==> src/rtl/pipe_ctrl_pkg.sv <==
// pipe_ctrl_pkg: shared definitions for the pipeline controller.
//   Stall bit indices (PC, IF, ID, EX, MEM, WB), stall/jump levels,
//   default stall/address widths, controller state encoding and a
//   helper that builds a "stall stages 0..k" mask.
package pipe_ctrl_pkg;
    localparam int STALL_PC  = 0;
    localparam int STALL_IF  = 1;
    localparam int STALL_ID  = 2;
    localparam int STALL_EX  = 3;
    localparam int STALL_MEM = 4;
    localparam int STALL_WB  = 5;

    localparam logic STALL    = 1'b1;
    localparam logic NO_STALL = 1'b0;
    localparam logic JUMP     = 1'b1;
    localparam logic NO_JUMP  = 1'b0;

    localparam int STALL_RANGE_W = 6;
    localparam int ADDR_RANGE_W  = 32;

    typedef enum logic {
        CTRL_IDLE = 1'b0,
        CTRL_HOLD = 1'b1
    } ctrl_state_t;

    // Mask with bits 0..k set: a stalled stage freezes every stage before it.
    function automatic logic [31:0] stall_upto(input int k);
        return (32'd1 << (k + 1)) - 32'd1;
    endfunction
endpackage

==> src/rtl/pipe_ctrl_stall_encoder.sv <==
// pipe_ctrl_stall_encoder: maps per-stage stall requests to the stall vector.
//   rdy_in         global ready; low stalls every stage
//   req_if_in      IF stall request
//   req_id_in      ID stall request
//   req_ex_in      EX stall request
//   req_mem_in     MEM stall request
//   stall_out      per-stage stall, bit k set for every stage up to the
//                  highest requester (MEM > EX > ID > IF)
module pipe_ctrl_stall_encoder
    import pipe_ctrl_pkg::*;
#(
    parameter int STALL_W = STALL_RANGE_W
) (
    input  logic               rdy_in,
    input  logic               req_if_in,
    input  logic               req_id_in,
    input  logic               req_ex_in,
    input  logic               req_mem_in,
    output logic [STALL_W-1:0] stall_out
);
    assign stall_out = !rdy_in    ? '1 :
                       req_mem_in ? STALL_W'(stall_upto(STALL_MEM)) :
                       req_ex_in  ? STALL_W'(stall_upto(STALL_EX)) :
                       req_id_in  ? STALL_W'(stall_upto(STALL_ID)) :
                       req_if_in  ? STALL_W'(stall_upto(STALL_IF)) : '0;
endmodule

==> src/rtl/pipe_ctrl.sv <==
// pipe_ctrl: central pipeline controller for the 5-stage RV32I core.
//   Merges stall requests into stall_out, arbitrates ID (JAL) and EX
//   (branch/JALR) redirects, holds a redirect while the PC is stalled and
//   drives the IF/ID and ID/EX flushes.
//   clk_in / rst_in          clock, asynchronous active-low reset
//   rdy_in                   global ready (low freezes the core)
//   stallReq{IF,ID,EX,MEM}_in per-stage stall requests
//   jumpID_in/targetID_in    ID redirect request and target
//   jumpEX_in/targetEX_in    EX redirect request and target
//   stall_out                per-stage stall vector
//   pcJump_out/pcTarget_out  PC redirect pair
//   flushIFID_out/flushIDEX_out pipeline register flushes
//   Optional macro PIPE_CTRL_PERF_EN adds perfStall_out / perfRedir_out
//   saturating counters of PC-stall cycles and issued redirects.
module pipe_ctrl
    import pipe_ctrl_pkg::*;
#(
    parameter int ADDR_W  = ADDR_RANGE_W,
    parameter int STALL_W = STALL_RANGE_W
) (
    input  logic               clk_in,
    input  logic               rst_in,
    input  logic               rdy_in,
    input  logic               stallReqIF_in,
    input  logic               stallReqID_in,
    input  logic               stallReqEX_in,
    input  logic               stallReqMEM_in,
    input  logic               jumpID_in,
    input  logic [ADDR_W-1:0]  targetID_in,
    input  logic               jumpEX_in,
    input  logic [ADDR_W-1:0]  targetEX_in,
    output logic [STALL_W-1:0] stall_out,
    output logic               pcJump_out,
    output logic [ADDR_W-1:0]  pcTarget_out,
    output logic               flushIFID_out,
`ifdef PIPE_CTRL_PERF_EN
    output logic [31:0]        perfStall_out,
    output logic [31:0]        perfRedir_out,
`endif
    output logic               flushIDEX_out
);
    ctrl_state_t        r_state;
    ctrl_state_t        w_next;
    logic [ADDR_W-1:0]  r_target;
    logic [ADDR_W-1:0]  w_new_target;
    logic [ADDR_W-1:0]  w_target;
    logic [STALL_W-1:0] w_stall;
    logic               w_ex_v;
    logic               w_id_v;
    logic               w_latch;
    logic               w_jump;
    logic               w_flush_ifid;
    logic               w_flush_idex;

    pipe_ctrl_stall_encoder #(.STALL_W(STALL_W)) u_enc (
        .rdy_in     (rdy_in),
        .req_if_in  (stallReqIF_in),
        .req_id_in  (stallReqID_in),
        .req_ex_in  (stallReqEX_in),
        .req_mem_in (stallReqMEM_in),
        .stall_out  (w_stall)
    );

    // rdy_in low forces all stall bits, so both valids drop with it.
    // ID redirects in HOLD belong to the wrong path and are ignored.
    assign w_ex_v       = jumpEX_in && (w_stall[STALL_EX] == NO_STALL);
    assign w_id_v       = jumpID_in && (w_stall[STALL_ID] == NO_STALL) && (r_state == CTRL_IDLE);
    assign w_new_target = w_ex_v ? targetEX_in : targetID_in;

    always_comb begin
        w_next       = r_state;
        w_latch      = 1'b0;
        w_jump       = NO_JUMP;
        w_target     = r_target;
        w_flush_ifid = 1'b0;
        w_flush_idex = 1'b0;
        if (r_state == CTRL_IDLE) begin
            if (w_ex_v || w_id_v) begin
                w_flush_ifid = 1'b1;
                w_flush_idex = w_ex_v;
                w_latch      = 1'b1;
                if (w_stall[STALL_PC] == NO_STALL) begin
                    w_jump   = JUMP;
                    w_target = w_new_target;
                end else begin
                    w_next = CTRL_HOLD;
                end
            end
        end else begin
            w_flush_ifid = 1'b1;
            w_flush_idex = w_ex_v;
            w_latch      = w_ex_v;
            if (w_stall[STALL_PC] == NO_STALL) begin
                w_jump   = JUMP;
                w_target = w_ex_v ? targetEX_in : r_target;
                w_next   = CTRL_IDLE;
            end
        end
    end

    always_ff @(posedge clk_in or negedge rst_in) begin
        if (!rst_in) begin
            r_state  <= CTRL_IDLE;
            r_target <= '0;
        end else begin
            r_state <= w_next;
            if (w_latch) r_target <= w_new_target;
        end
    end

    // Outputs are forced low while reset is asserted, independent of inputs.
    assign stall_out     = rst_in ? w_stall : '0;
    assign pcJump_out    = rst_in && w_jump;
    assign pcTarget_out  = rst_in ? w_target : '0;
    assign flushIFID_out = rst_in && w_flush_ifid;
    assign flushIDEX_out = rst_in && w_flush_idex;

`ifdef PIPE_CTRL_PERF_EN
    logic [31:0] r_perf_stall;
    logic [31:0] r_perf_redir;

    always_ff @(posedge clk_in or negedge rst_in) begin
        if (!rst_in) begin
            r_perf_stall <= '0;
            r_perf_redir <= '0;
        end else begin
            if (rdy_in && w_stall[STALL_PC] && r_perf_stall != '1) r_perf_stall <= r_perf_stall + 32'd1;
            if (w_jump && r_perf_redir != '1) r_perf_redir <= r_perf_redir + 32'd1;
        end
    end

    assign perfStall_out = r_perf_stall;
    assign perfRedir_out = r_perf_redir;
`endif
endmodule

==> config.mk <==
export PLATFORM = sky130hd
export DESIGN_NAME = pipe_ctrl
export DESIGN_NICKNAME = d
export VERILOG_FILES = /design/src/rtl/pipe_ctrl_pkg.sv /design/src/rtl/pipe_ctrl_stall_encoder.sv /design/src/rtl/pipe_ctrl.sv
export SDC_FILE = /design/constraint.sdc
export NUM_CORES = 1
export LEC_CHECK = 0
export ABC_CLOCK_PERIOD_IN_PS = 3770
export CELL_PAD_IN_SITES_DETAIL_PLACEMENT = 1
export CELL_PAD_IN_SITES_GLOBAL_PLACEMENT = 2
export CORE_AREA = 3 3 121 100
export CTS_CLUSTER_DIAMETER = 60
export DETAILED_ROUTE_END_ITERATION = 6
export DIE_AREA = 0 0 124 103
export PLACE_DENSITY_LB_ADDON = 0.1
export SLEW_MARGIN = 20
export SYNTH_ARGS = -nofsm -noshare
export SYNTH_HDL_FRONTEND = slang
export SYNTH_SLANG_ARGS = --single-unit
==> constraint.sdc <==
create_clock -name clk_in -period 3.77 [get_ports clk_in]
set_input_delay 0.754 -clock clk_in [delete_from_list [all_inputs] [get_ports clk_in]]
set_output_delay 0.754 -clock clk_in [all_outputs]
set_load 0.01 [all_outputs]
==> metrics.txt <==
IR drop worst, VDD=0.169 mV; Final Setup Violations=0; row cnt=34; Seq cells post-synth=33; status=completed; hold bufs inserted after CTS=0; Iter 0 DRT Violations=124; Synth Area in Adders=0%; Synth Instances=341; Largest stage delay, worst path=0.59 ns; number of synthesized flops with an enable pin=0; total CTS buffers=5; fraction of layout cells with a size suffix above 1=22.1%; CP bufs+invs=4; simple-gate area share of the yosys netlist=20.1%; fin crit share=99.8%; Ys Warns=0; largest net degree at the start of global routing=66; Area growth syn-to-layout=55.6%; H-tree lvl count=2; worst path cell trace=clkdlybuf4s50_1 -> or4b_4 -> nor3b_4 -> buf_12 -> bufbuf_16 -> mux2i_2 -> a211oi_2 -> dlygate4sd2_1; final instance area=0.00475 sq mm; Root Buffer=clkbuf_16; multiplexer share of the synthesized area=21.0%; worst-margin pin slew=0.649 ns; Worst EP required=3.02 ns; final WL=10.1 mm; starting density of the core=28.0%; CP Max Fanout=7; Worst-Skew Late Latency=0.28 ns; die width=124 um; power per cell area=374 mW/mm^2; vias in the first global route=2975; number of cells on the worst reg-to-reg path=6; worst r2r src=r_state; Inserted Diodes=0; Reg2Reg Capture Point=r_target[16]; final core utilization=43.6%; global-route wire length before repair=15.7 mm; Reg2Reg Setup Slack=1.88 ns; residual DRC count=0; Crit Path Class=in -> out; Die ar.=0.0128 sq mm; grt ovf=0; Yosys cell types=24; Hold Fails Final Rpt=0; total of max-cap violations=0; CP top delay family=buffers and inverters; Avg WL per Cell=16.8 um; P_leak=0.00174 uW; crit path time final=3.76 ns; max-slew violations=0; area of the mapped netlist=0.00305 sq mm; final-stage net count=530; max_slew headroom=56.7%; Top Ports=114; FMAX=266 MHz; dpl hpwl=6.93 mm; Port-buffer cells=113; net load switching power=611 uW; Setup TNS Final=0 ns; Hold Path Class=in -> async; clk sinks=33; combinational family with the most area after synthesis=compound AO/OA/AOI/OAI gates; Placement Cell Area=0.00441 sq mm; RSZ-0062 raised after global routing=true; Async S/R FF share, synth=100%; Synth Area per Inst=8.95 sq um; final non-filler cell total=602; post-synth net total=414; drt pass-1 iters=4; Clock transition at path regs=0.06 ns; most frequent cells in the layout=clkdlybuf4s50_1, nand2b_1, mux2i_1; Total GRT Usage=15.5%; complex-gate fraction of the synthesized area=24.9%; commonest non-fill, non-tap cell in the layout=clkdlybuf4s50_1; die height=103 um; Cell Int Power=1160 uW; crit path launch type=primary input; Max Clock Skew=0.00781 ns; sequential area share after synthesis=27.0%; routed vias/inst=4.85; Clock Power Share=27.5%; antenna violations before repair=0; xor/xnor cell area share of the yosys netlist=0%; routability cong.=0.704; Switching Fraction=34.4%; maximum buffer depth of the clock tree=2; sequential share of power=28.4%; Top FF cell, synth=dfrtp_1; Placed Instances=582; DR vias=2922; CP Data Arrival Time=3.01 ns; final total power=1780 uW; Crit. End Element=output port; Core Area=0.0109 sq mm; clock tree from TritonCTS=built; Comb pwr share=44.1%; slowest CP cell=or4b_4; ANT nets after route=0
[final cells by class]
class | instances | area, sq um
Clock buffer | 7 | 143
Clock inverter | 1 | 30.0
Fill cell | 1256 | 6140
Multi-Input combinational cell | 274 | 2120
Sequential cell | 33 | 827
Tap cell | 144 | 180
Timing Repair Buffer | 143 | 1450
[timing repair]
action / CTS / global route
setup buffers: 5 / 6
resized for setup: 39 / 53
endpoints found under the setup margin: 33 / 31
pin swaps: 3 / 2
cloned: 1 / 0
[per-layer routing]
metal  share of wire (%)  vias up  track usage (%)  routed length (um)
li1                    -     1440                -                   -
met1                  48     1404             21.5                4840
met2                  46       72             25.6                4630
met3                 5.4        6             2.63                 546
met4                0.71        0             3.37                  72
met5                   0        -                0                   0
[sequential cells by signal, summed over array words and instances (netlist names)]
register / count
r_target: 32
r_state: 1
[Yosys cell counts (3+ instances only)]
library cell	number	share of area [%]
dfrtp_1	33	27
and2_1	4	0.82
buf_4	4	0.98
o21ai_0	32	5.2
nand2b_1	64	13
mux2i_1	64	21
clkbuf_1	14	1.7
buf_2	11	1.8
a21oi_1	32	5.2
buf_12	3	2.0
nor2_1	35	4.3
a211oi_2	30	12
[stage by stage]
step	setup WS (ns)	hold slack, ns
after floorplan	0.840	0.458
after global placement	-0.334	0.517
after detailed placement	-0.369	0.530
after CTS	-0.145	0.380
after global routing	-0.0721	0.382
final	0.00730	0.377
[power groups by stage]
stage	registers, uW	logic (uW)	clock network, uW
6_report	505	782	489
5_1_grt	522	865	517
4_1_cts	504	767	498
3_5_place_dp	507	803	0
3_3_place_gp	503	787	0
2_1_floorplan	492	456	0
[worst max-delay path by stage]
stage	from	endpoint	slack [ns]	cells after the start
after floorplan	stallReqEX_in	pcTarget_out[0]	0.84	7
after detailed placement	stallReqEX_in	pcTarget_out[1]	-0.37	7
after global placement	stallReqEX_in	pcTarget_out[11]	-0.33	7
final	stallReqEX_in	pcTarget_out[7]	0.007	8
after global routing	stallReqEX_in	pcTarget_out[13]	-0.07	8
after CTS	stallReqEX_in	pcTarget_out[11]	-0.14	8
[cell families (layout without fill, tap and decap cells)]
logic type      after synthesis  in the layout
mux                          64             64
compound gates              101            101
flops                        33             33
buf+inv                      34            151
simple gates                109            109
(Power assumes the default switching activity.)
